`src/rtl/subleq_pkg.sv`:
```
// Shared types and constants for the SUBLEQ control slice.
package subleq_pkg;

    localparam int DEF_WIDTH = 8;
    localparam logic [DEF_WIDTH-1:0] DEF_HALT_ADDR = '1;

    // Memory access direction as driven on mem_we.
    localparam logic ACC_RD = 1'b0;
    localparam logic ACC_WR = 1'b1;

    typedef enum logic [2:0] {
        FETCH_A = 3'd0,
        FETCH_B = 3'd1,
        FETCH_C = 3'd2,
        READ_A  = 3'd3,
        READ_B  = 3'd4,
        WRITE   = 3'd5,
        HALT    = 3'd6
    } state_e;

endpackage

```
`src/rtl/subleq_alu.sv`:
```
// SUBLEQ arithmetic: result = opb - opa (wrapping) and the <=0 branch flag.
import subleq_pkg::*;

module subleq_alu #(
    parameter int WIDTH = DEF_WIDTH
) (
    input  logic [WIDTH-1:0] opa_i,
    input  logic [WIDTH-1:0] opb_i,
    output logic [WIDTH-1:0] result_o,
    output logic             leq_o
);

    // Wrapped difference; sign bit of the wrapped result decides, no overflow fix-up.
    always_comb begin
        result_o = opb_i - opa_i;
        leq_o    = (result_o == '0) | result_o[WIDTH-1];
    end

endmodule

```
`src/rtl/subleq_ctrl.sv`:
```
// SUBLEQ instruction sequencer driving one shared req/ack memory port.
import subleq_pkg::*;

module subleq_ctrl #(
    parameter int               WIDTH     = DEF_WIDTH,
    parameter logic [WIDTH-1:0] RESET_PC  = '0,
    parameter logic [WIDTH-1:0] HALT_ADDR = {WIDTH{1'b1}}
) (
    input  logic             CLK,
    input  logic             RST,
    input  logic             start,
    output logic             mem_req,
    output logic             mem_we,
    output logic [WIDTH-1:0] mem_addr,
    output logic [WIDTH-1:0] mem_wdata,
    input  logic [WIDTH-1:0] mem_rdata,
    input  logic             mem_ack,
    output logic [WIDTH-1:0] pc,
    output logic             halted,
    output logic             instr_done
);

    state_e           state_q;
    logic [WIDTH-1:0] pc_q, a_q, b_q, c_q, opa_q, opb_q;
    logic             req_q, we_q, halted_q, done_q;
    logic [WIDTH-1:0] addr_q, wdata_q;

    logic [WIDTH-1:0] alu_opb, alu_res;
    logic             alu_leq;
    logic [WIDTH-1:0] start_addr_d, next_pc_d;
    logic             halt_d;

    // During READ_B the ALU sees the incoming mem[B] so the write data is ready
    // on the cycle after the ack; everywhere else it uses the latched operand.
    subleq_alu #(.WIDTH(WIDTH)) u_alu (
        .opa_i    (opa_q),
        .opb_i    (alu_opb),
        .result_o (alu_res),
        .leq_o    (alu_leq)
    );

    // Operand mux, address of the current state's access, and branch decision.
    always_comb begin
        alu_opb   = (state_q == READ_B) ? mem_rdata : opb_q;
        next_pc_d = alu_leq ? c_q : pc_q + WIDTH'(3);
        halt_d    = alu_leq && (c_q == HALT_ADDR);
        case (state_q)
            FETCH_A: start_addr_d = pc_q;
            FETCH_B: start_addr_d = pc_q + WIDTH'(1);
            FETCH_C: start_addr_d = pc_q + WIDTH'(2);
            READ_A:  start_addr_d = a_q;
            default: start_addr_d = b_q;
        endcase
    end

    // Main FSM: on each acked access latch the data and present the next access
    // in the same step, giving back-to-back accesses on a zero-wait memory.
    always_ff @(posedge CLK or posedge RST) begin
        if (RST) begin
            state_q  <= FETCH_A;
            pc_q     <= RESET_PC;
            a_q      <= '0;
            b_q      <= '0;
            c_q      <= '0;
            opa_q    <= '0;
            opb_q    <= '0;
            req_q    <= 1'b0;
            we_q     <= ACC_RD;
            addr_q   <= '0;
            wdata_q  <= '0;
            halted_q <= 1'b0;
            done_q   <= 1'b0;
        end else begin
            done_q <= 1'b0;
            if (state_q == HALT) begin
                req_q <= 1'b0;
                we_q  <= ACC_RD;
                if (start) begin
                    state_q  <= FETCH_A;
                    pc_q     <= RESET_PC;
                    halted_q <= 1'b0;
                end
            end else if (!req_q) begin
                // Entering a state with no access outstanding (after reset/start).
                req_q   <= 1'b1;
                addr_q  <= start_addr_d;
                we_q    <= (state_q == WRITE) ? ACC_WR : ACC_RD;
                wdata_q <= alu_res;
            end else if (mem_ack) begin
                case (state_q)
                    FETCH_A: begin
                        a_q     <= mem_rdata;
                        state_q <= FETCH_B;
                        addr_q  <= pc_q + WIDTH'(1);
                    end
                    FETCH_B: begin
                        b_q     <= mem_rdata;
                        state_q <= FETCH_C;
                        addr_q  <= pc_q + WIDTH'(2);
                    end
                    FETCH_C: begin
                        c_q     <= mem_rdata;
                        state_q <= READ_A;
                        addr_q  <= a_q;
                    end
                    READ_A: begin
                        opa_q   <= mem_rdata;
                        state_q <= READ_B;
                        addr_q  <= b_q;
                    end
                    READ_B: begin
                        opb_q   <= mem_rdata;
                        state_q <= WRITE;
                        addr_q  <= b_q;
                        we_q    <= ACC_WR;
                        wdata_q <= alu_res;
                    end
                    default: begin
                        // WRITE acked: instruction retires here.
                        done_q <= 1'b1;
                        we_q   <= ACC_RD;
                        if (halt_d) begin
                            state_q  <= HALT;
                            pc_q     <= HALT_ADDR;
                            halted_q <= 1'b1;
                            req_q    <= 1'b0;
                        end else begin
                            state_q <= FETCH_A;
                            pc_q    <= next_pc_d;
                            addr_q  <= next_pc_d;
                        end
                    end
                endcase
            end
        end
    end

    assign mem_req    = req_q;
    assign mem_we     = we_q;
    assign mem_addr   = addr_q;
    assign mem_wdata  = wdata_q;
    assign pc         = pc_q;
    assign halted     = halted_q;
    assign instr_done = done_q;

endmodule
```
`config.mk`:
```
export PLATFORM = sky130hd
export DESIGN_NAME = subleq_ctrl
export DESIGN_NICKNAME = d
export VERILOG_FILES = /design/src/rtl/subleq_pkg.sv /design/src/rtl/subleq_alu.sv /design/src/rtl/subleq_ctrl.sv
export SDC_FILE = /design/constraint.sdc
export NUM_CORES = 1
export LEC_CHECK = 0
export CORE_MARGIN = 3
export CORE_UTILIZATION = 29
export CTS_CLUSTER_DIAMETER = 60
export DETAILED_ROUTE_END_ITERATION = 10
export PLACE_DENSITY_LB_ADDON = 0.1
export SYNTH_ARGS = -nofsm -noshare
export SYNTH_HDL_FRONTEND = slang
export SYNTH_SLANG_ARGS = --single-unit
```
`constraint.sdc`:
```
create_clock -name CLK -period 5.1 [get_ports CLK]
set_input_delay 0.765 -clock CLK [delete_from_list [all_inputs] [get_ports CLK]]
set_output_delay 0.765 -clock CLK [all_outputs]
set_load 0.01 [all_outputs]
```
After elaboration in Yosys (flattened, before gate mapping) --
Cells that the tools add are included. Widths: inputs -> output; s select.
Storage, ports and cells: register bits 71, bits in latches 0, memory bits (writable) 0, ROM bits 0, input port bits 12, logic and storage cells 95, memories 0
Cells by class: add/sub/neg operators 4, multiply operators 0, div/mod/pow operators 0, magnitude comparators 0, equality and inequality tests 14, shift-type cells 0, mux-type cells 42, bitwise operators 2, reduce and logical (&&, ||, !) cells 20
Operators with widths (number):
- $mux 8 | 14
- $pmux 8 s4 | 2
- $reduce_and 4->1 | 5
- $mux 1 | 19
- $add 8x2->8 const B | 2
- $mux 3 | 5
- $pmux 3 s5 | 1
- $reduce_and 3->1 | 4
- $eq 3x3->1 const B | 3
- $add 8x1->8 const B | 1
- $eq 8x8->1 const B | 1
- $logic_not 8->1 | 1
- $sub 8x8->8 | 1
- $eq 3x2->1 const B | 2
- $ne 3x2->1 const B | 2
- $ne 6x3->1 const B | 1
- $reduce_bool 2->1 | 3
- $reduce_and 5->1 | 1
- $reduce_or 5->1 | 1
- $ne 2x1->1 const B | 2
- $ne 2x2->1 const B | 2
- $reduce_or 4->1 | 1
- $eq 3x1->1 const B | 1
- $logic_not 3->1 | 1
- 6 further kinds | 6

Longest topological paths before layout --
Gate-level depths: netlist of the first run.
depth in word-level cells 11, gate-level depth with buffers 14, mapped depth without buffers 11

Hierarchy --
A second synthesis of the first run with hierarchy kept.
Second synthesis, totals: cell total of the unflattened synthesis 494, area total of the unflattened synthesis 4707.0 µm²
Modules (own cells, without submodules):
- subleq_ctrl | times used 1, cells an instance 447, area each 4344.2 µm²
- subleq_alu | times used 1, cells an instance 47, area each 362.8 µm²

Least setup slack after synthesis of the first run --
Ideal clock, no wire load.
kind register -> register, from register state_q[1], to register state_q[1], arrival time 3299 ps, required time 4977 ps, setup slack 1678 ps, cell stages (with the launch flop) 14, path buffers 3, cell sequence dfrtp_1 buf_6 nor3b_2 buf_1 mux2_2 ha_1 or3b_2 o211ai_1 a211oi_2 and4_1 buf_4 o211ai_4 a21oi_1 o221a_1
Between the ends: word-level cells in the longest chain between the ends 11, elaborated cells between the ends (all ways) 20, those cells by class add/sub: 1; eq/ne: 6; mux: 6; bitwise: 1; reduce/logical: 6
RTL lines:
- start, declared | line subleq_ctrl.sv:23 | state_e state_q;
- start signal, assigned | line subleq_ctrl.sv:60 | state_q <= FETCH_A;
- start signal, assigned | line subleq_ctrl.sv:79 | state_q <= FETCH_A;
- start signal, assigned | line subleq_ctrl.sv:93 | state_q <= FETCH_B;
- $eq 3x3->1 * | line subleq_ctrl.sv:44 | alu_opb = (state_q == READ_B) ? mem_rdata : opb_q;
- $mux 8 *
- via alu_opb[5] | line subleq_ctrl.sv:28 | logic [WIDTH-1:0] alu_opb, alu_res;
- $sub 8x8->8 * | line subleq_alu.sv:15 | result_o = opb_i - opa_i;
- $logic_not 8->1 | line subleq_alu.sv:16 | leq_o = (result_o == '0) | result_o[WIDTH-1];
- $or 1x1->1 * | line subleq_alu.sv:16
- $logic_and 1x1->1 * | line subleq_ctrl.sv:46 | halt_d = alu_leq && (c_q == HALT_ADDR);
- $mux 3 * | line subleq_ctrl.sv:122 | if (halt_d) begin
- $pmux 3 s5 * | line subleq_ctrl.sv:90 | case (state_q)
- $mux 3 * | line subleq_ctrl.sv:89 | end else if (mem_ack) begin
- $mux 3 * | line subleq_ctrl.sv:83 | end else if (!req_q) begin
- $mux 3 * | line subleq_ctrl.sv:75 | if (state_q == HALT) begin
Mark *: on every way through the listed nets, which the timed path passes. The rest lies on a longest branch. The select of a mux whose other input is x is not followed. A chain may end at the register's enable or synchronous reset.

Worst setup path after layout of the first run --
from input port mem_rdata[0], to register addr_q[5], in the netlist mem_addr[5]
Between the ends: word-level cells in the longest chain between the ends 9, elaborated cells between the ends (all ways) 12, those cells by class add/sub: 1; eq/ne: 1; mux: 6; bitwise: 1; reduce/logical: 3
RTL lines:
- start, declared | line subleq_ctrl.sv:16 | input logic [WIDTH-1:0] mem_rdata,
- $mux 8 *
- $sub 8x8->8 * | line subleq_alu.sv:15
- $logic_not 8->1 | line subleq_alu.sv:16
- $or 1x1->1 * | line subleq_alu.sv:16
- $mux 8 | line subleq_ctrl.sv:45 | next_pc_d = alu_leq ? c_q : pc_q + WIDTH'(3);
- $mux 8 | line subleq_ctrl.sv:122
- $pmux 8 s4 | line subleq_ctrl.sv:90
- $mux 8 | line subleq_ctrl.sv:89
- $mux 8 | line subleq_ctrl.sv:83
- end signal, assigned | line subleq_ctrl.sv:86 | addr_q <= start_addr_d;
- end signal, assigned | line subleq_ctrl.sv:94 | addr_q <= pc_q + WIDTH'(1);
- end signal, assigned | line subleq_ctrl.sv:130 | addr_q <= next_pc_d;
- end, declared | line subleq_ctrl.sv:26 | logic [WIDTH-1:0] addr_q, wdata_q;
Mark *: on every way between the ends. The rest lies on a longest branch, timed or not. The select of a mux whose other input is x is not followed.

==> run_results.csv, run 1 <==
group,metric,value,unit
outcome,status,"complete, no violations",
cells_and_area,multi_input_area,0.00270,mm2
timing,relSlewSlack,26.3,%
cts,cts_made_buffers,9,
critical_path,cp.arrival,4.20,ns
run,max_cap_viol_count,0,
global_route,globalRoute.totalOverflow,0,
timing,rsz0062_at_grt,"false",
floorplan,die_w,134,um
cts,clk_latency,0.34,ns
floorplan,die_area,0.0179,mm2
timing,tns,0,ns
power_and_ir_drop,cellPowerDensity,791,mW/mm2
yosys,synth_async_sr_flop_share,100,%
global_route,antenna_found_initial,0,
min_path,hold_path_class,"flip-flop to flip-flop",
timing,fin_skew,0.00822,ns
power_and_ir_drop,power_leakage,2.19,nW
timing,fmax,255,MHz
critical_path,slowest_stage,"and4_1",
floorplan,coreArea,0.0159,mm2
critical_path,cp_num_buf_inv,1,
yosys,netlist_area,0.00473,mm2
power_and_ir_drop,ir_drop,417,uV
floorplan,die_h,134,um
critical_path,cp_slowest_stage_delay,0.66,ns
routing,wl,14.9,mm
cts,cts_hold_buf,0,
timing,period_needed,3.92,ns
placed_design,place_congestion,0.857,
global_route,gr-usage-all-layers,17.1,%
yosys,synth_area_leader_cell,"dfrtp_1",
routing,postRouteAntennaNets,0,
routing,avgRoutedWirePerCell,19.6,um
critical_path,required,5.38,ns
cts,h-tree-depth,3,
yosys,ys_ff_latch,71,
floorplan,num_rows,46,
global_route,grt_pass1_vias,3968,
cells_and_area,fill_cells,1661,
cts,clk_pin_slew,0.06,ns
yosys,synth-warning-count,0,
timing,setup_viol,0,
critical_path,crit_chain,"clkdlybuf4s50_1 -> mux2i_1 -> ha_1 -> fa_1 -> nor2b_1 -> o21ai_0 -> a211oi_2 -> and4_1 -> nor4_1 -> a311oi_1 -> o22a_1",
cells_and_area,area_growth,18.2,%
yosys,yosysSeqAreaShare,37.6,%
timing,hold_viol,0,
yosys,synth_top_area_share,37.6,%
global_route,grt_max_degree,50,
yosys,yosys-top-cells-count,"dfrtp_1, nand2_1, o21ai_0",
timing,finalCritPeriodShare,76.9,%
yosys,post-synth-top-count-cell,"dfrtp_1",
critical_path,cp-end-kind,"flip-flop",
placed_design,post-dp-hpwl,10.9,mm
critical_path,worstSetupPathType,"input port to flip-flop",
routing,vias_per_cell,5.36,
cells_and_area,layout.nets,565,
cts,postCtsSetupBuffers,0,
yosys,synth_cell_types,75,
floorplan,io_pins,40,
cts,clock_path_buffers,2,
routing,drc,0,
cells_and_area,seqCellArea,0.00178,mm2
yosys,syn_nets,541,
cells_and_area,num_antenna_cells,0,
yosys,synth_area_leaders,"dfrtp_1, mux2_2, o21ai_0",
yosys,synth_edf_count,0,
routing,dr.first_iter.drc_count,348,
cts,cts_resized,0,
cts,cts_tree,"built",
placed_design,io_buffers,39,
floorplan,initial_core_util,29.6,%
critical_path,critPathMaxFanout,12,
cts,clkSinkCount,71,
routing,first_pass_iters,5,
timing,slew_viol_final,0,
critical_path,start_kind,"input port",
yosys,synth_cells,517,
cells_and_area,stdcell_area,0.00559,mm2
critical_path,critical-path-top-delay-family,"compound AO/OA/AOI/OAI gates",
yosys,syn_area_per_cell,9.14,um2
global_route,grt_pass1_wl,23.5,mm
timing,worstMarginPinSlew,1.10,ns
yosys,synth-main-ff-cell,"dfrtp_1",
power_and_ir_drop,p_total,4.42,mW
placed_design,place_area,0.00529,mm2
cts,root_buffer,"clkbuf_16",
routing,routed-via-count,4085,
cells_and_area,drive_above_1_share,13.9,%
layout make-up:
class / instances / area share, %
inverter: 26 / 1.75
sequential: 71 / 31.8
multi-input combinational: 386 / 48.2
timing repair buffer: 47 / 8.06
clock inverter: 7 / 1.30
clock buffer: 9 / 4.03
tap: 216 / 4.84
kinds of logic after synthesis:
family	synth area share (%)
flip-flops	37.6
AND/OR/NAND/NOR	15.4
adder cells (fa/ha/maj)	3.34
AO/OA/AOI/OAI	22.8
buffers and inverters	5.37
multiplexers	10.9
XOR/XNOR	4.55
state kept, by name, indices dropped and copies added (netlist names):
name	flops
a_q	8
b_q	8
c_q	8
mem_addr	8
mem_wdata	8
opa_q	8
opb_q	8
pc	8
state_q	3
halted	1
instr_done	1
mem_req	1
mem_we	1
worst register-to-register path, stage by stage (launching register included):
cell      delay (ns)
dfrtp_1         0.41
nor3b_2         0.18
buf_4           0.24
mux2i_1         0.14
ha_1            0.23
fa_1            0.41
nor2b_1         0.22
o21ai_0         0.19
a211oi_2        0.28
and4_1          0.66
nor4_1          0.11
a311oi_1        0.37
o22a_1          0.19
through the flow:
step                      hold WS (ns)  worst slack (ns)  std cells  util, %
after CTS                        0.485              1.20        762     35.0
after floorplan                  0.449              1.68        517        -
after global placement           0.463             0.863        746     33.2
after detailed placement         0.470             0.855        746     33.2
final                            0.484              1.18        762     35.0
after global routing             0.516             0.994        762     35.0
where the power goes:
group,internal (mW),switching [mW]
Sequential,0.827,0.288
Clock,0.379,0.259
Combinational,1.11,1.56
Total,2.31,2.10
layer usage:
layer	global-route usage [%]	vias to the layer above	routed length [um]
li1	-	1952	-
met1	22.9	1978	6830
met2	27.1	129	6860
met3	3.17	26	707
met4	7.43	0	519
met5	0	-	0
worst paths after layout:
| check | start | endpoint | slack [ns] | cells after the start |
|---|---|---|---|---|
| worst max-delay path | mem_rdata[0] | mem_addr[5] | 1.18 | 11 |
| worst min-delay path | mem_wdata[3] | mem_wdata[3] | 0.48 | 2 |
| worst max register to register | state_q[1] | mem_addr[5] | 1.41 | 12 |
| worst min register to register | mem_wdata[3] | mem_wdata[3] | 0.48 | 2 |
| max in group asynchronous | RST | pc[7] | 3.14 | 3 |
| min in group asynchronous | RST | opb_q[1] | 1.03 | 2 |
cells in the final DEF, fill, tap and decap left out, types with 4 or more instances in the layout:
master,Yosys,final
dfrtp_1,71,71
clkbuf_16,0,9
mux2_2,33,33
nand3_1,13,13
nor3_1,19,19
a211oi_1,5,5
xnor2_1,13,13
o22ai_1,9,9
nor2_1,22,22
buf_4,1,8
xor2_1,6,6
a31oi_1,5,5
a21o_1,4,4
mux2i_1,10,10
o211ai_1,4,4
nand4_1,9,9
o31ai_1,7,7
nand2_1,55,55
a21oi_1,29,29
o21a_1,4,4
ha_1,11,11
o21ai_1,5,5
o2bb2ai_1,5,5
inv_1,24,23
a22o_1,4,4
o21ai_0,43,43
nor2b_1,5,5
clkdlybuf4s50_1,0,39
Note: power is estimated with default switching activity, not from simulation.
==> run 2: changes to the inputs <==
clock period = 3.2 ns   (was 5.1 ns; I/O delays follow)
==> run_results.csv, run 2 (same netlist as run 1, synthesis figures left out) <==
group,metric,value,unit
placed_design,post-dp-hpwl,11.6,mm
timing,fin_skew,0.00797,ns
global_route,grt_max_degree,41,
critical_path,cp.arrival,3.45,ns
floorplan,die_area,0.0179,mm2
critical_path,r2r_end,"mem_addr[7]",
floorplan,initial_core_util,29.6,%
cts,clk_latency,0.35,ns
cts,h-tree-depth,3,
floorplan,io_pins,40,
cells_and_area,final_common_cell,"dfrtp_1",
cells_and_area,drive_above_1_share,27.1,%
timing,slew_viol_final,0,
cts,clkSinkCount,71,
critical_path,r2r-start,"state_q[1]",
power_and_ir_drop,ir_drop,509,uV
critical_path,required,3.41,ns
critical_path,critPathMaxFanout,10,
routing,routed-via-count,4276,
critical_path,start_kind,"flip-flop",
critical_path,cpMostUsedCell,"buf_6",
critical_path,cp_num_buf_inv,5,
cells_and_area,num_antenna_cells,0,
power_and_ir_drop,power_leakage,2.51,nW
min_path,hold_depth,2,
timing,setup_viol,3,
critical_path,cp-end-kind,"flip-flop",
global_route,grt_pass1_vias,4317,
global_route,globalRoute.totalOverflow,0,
timing,rsz0062_at_grt,"true",
global_route,gr-usage-all-layers,18.1,%
routing,dr.first_iter.drc_count,311,
timing,period_needed,3.24,ns
critical_path,critical-path-top-delay-family,"simple AND/OR/NAND/NOR gates",
cts,cts_tree,"built",
global_route,antenna_found_initial,0,
placed_design,io_buffers,39,
power_and_ir_drop,cellPowerDensity,1360,mW/mm2
run,max_cap_viol_count,0,
critical_path,slowest_stage,"or4_1",
global_route,grt_pass1_wl,24.8,mm
cells_and_area,final_cell_mix,"dfrtp_1, buf_4, nand2_1",
power_and_ir_drop,comb_power_share,67.7,%
critical_path,rr_worst_depth,15,
power_and_ir_drop,power.switching,3.80,mW
cts,clock_path_buffers,2,
cts,clk_pin_slew,0.06,ns
critical_path,r2r_setup_slack,-0.04,ns
timing,worstMarginPinSlew,0.740,ns
critical_path,cp_slowest_stage_delay,0.50,ns
floorplan,coreArea,0.0159,mm2
power_and_ir_drop,clock_power_share,12.2,%
cells_and_area,layout.nets,621,
cells_and_area,fill_cells,1626,
timing,hold_ws,0.476,ns
routing,avgRoutedWirePerCell,18.9,um
cts,root_buffer,"clkbuf_16",
outcome,status,"complete, but fails checks",
routing,vias_per_cell,5.23,
floorplan,num_rows,46,
routing,postRouteAntennaNets,0,
min_path,holdPathEnd,"mem_wdata[5]",
critical_path,crit_cells,15,
power_and_ir_drop,p_sw_share,44.1,%
timing,fmax,308,MHz
routing,first_pass_iters,4,
cts,cts_made_buffers,9,
critical_path,worstSetupPathType,"flip-flop to flip-flop",
timing,setup_ws,-0.0436,ns
timing,relSlewSlack,50.6,%
placed_design,place_congestion,0.846,
cells_and_area,area_growth,33.5,%
floorplan,die_w,134,um
critical_path,crit_chain,"nor3b_2 -> buf_6 -> buf_6 -> mux2i_4 -> inv_1 -> ha_1 -> nand2b_1 -> buf_4 -> a21o_1 -> o2bb2ai_2 -> xor2_2 -> buf_12 -> or4_1 -> o311ai_1 -> a31oi_1",
outcome,violations,"negative setup slack",
timing,finalCritPeriodShare,101,%
routing,drc,0,
timing,hold_viol,0,
power_and_ir_drop,intPower,4.81,mW
min_path,hold_path_class,"flip-flop to flip-flop",
floorplan,die_h,134,um
power_and_ir_drop,seq_power_share,20.1,%
routing,wl,15.5,mm
min_path,hp-start,"mem_wdata[5]",
cells_and_area,fin_util,39.6,%
## run 2: final cells by class
type	count	area (um2)	area share, %
Inverter	26	97.6	1.55
Clock buffer	10	239	3.79
Clock inverter	6	67.6	1.07
Sequential cell	71	1780	28.2
Timing Repair Buffer	103	931	14.8
Tap cell	216	270	4.28
Multi-Input combinational cell	386	2930	46.4
## run 2: worst reg2reg max path: cells and delay by family, from the launching register on
family                   cells  cell delay [ns]
AND/OR/NAND/NOR              3             0.78
buffers and inverters        5             0.69
AO/OA/AOI/OAI                4             0.54
flip-flops                   1             0.42
adder cells (fa/ha/maj)      1             0.28
multiplexers                 1             0.21
XOR/XNOR                     1             0.19
## run 2: through the flow
stage | total power, mW | setup slack, ns | instances | instance area (um2) | setup TNS (ns)
3_3_place_gp | 6.91 | -0.261 | 797 | 5720 | -3.35
3_5_place_dp | 6.94 | -0.262 | 797 | 5720 | -3.79
2_1_floorplan | 4.80 | 0.0273 | 517 | 4740 | 0
4_1_cts | 8.26 | -0.0395 | 814 | 6120 | -0.0911
6_report | 8.60 | -0.0436 | 818 | 6310 | -0.0685
5_1_grt | 9.27 | -0.205 | 818 | 6310 | -2.37
## run 2: routing by layer
layer	track usage, %	share of wire [%]	up-vias
li1	-	-	2058
met3	3.55	3.3	27
met1	23.3	44	2090
met2	30.0	49	101
met5	0	0	-
met4	6.97	3.7	0
## run 2: repair_timing
item,in CTS,in global routing
hold endpoints to repair,0,0
buffers inserted,1,4
hold buffers,0,0
gates resized for setup,17,32
pin swaps,6,18
setup endpoints to repair,20,20
## run 2: worst max path at each step
stage / start / end / slack (ns)
after global placement: mem_rdata[3] / mem_addr[7] / -0.26
after floorplan: state_q[1] / pc[2] / 0.03
after global routing: state_q[0] / mem_addr[3] / -0.21
final: state_q[1] / mem_addr[7] / -0.04
after CTS: state_q[1] / mem_addr[7] / -0.04
after detailed placement: mem_rdata[0] / mem_addr[7] / -0.26
## run 2: power by group through the flow
stage	logic (mW)	registers (mW)	clock network, mW
final	5.82	1.73	1.05
after global routing	6.37	1.79	1.12
after CTS	5.46	1.71	1.08
after detailed placement	5.22	1.73	0
after global placement	5.20	1.72	0
after floorplan	3.17	1.63	0
==> run 3: changes to the inputs <==
CTS_CLUSTER_DIAMETER = 200   (was 60)
==> results of run 3 <==
Same layout as run 2: the final DEF is identical, and so are final timing and power.
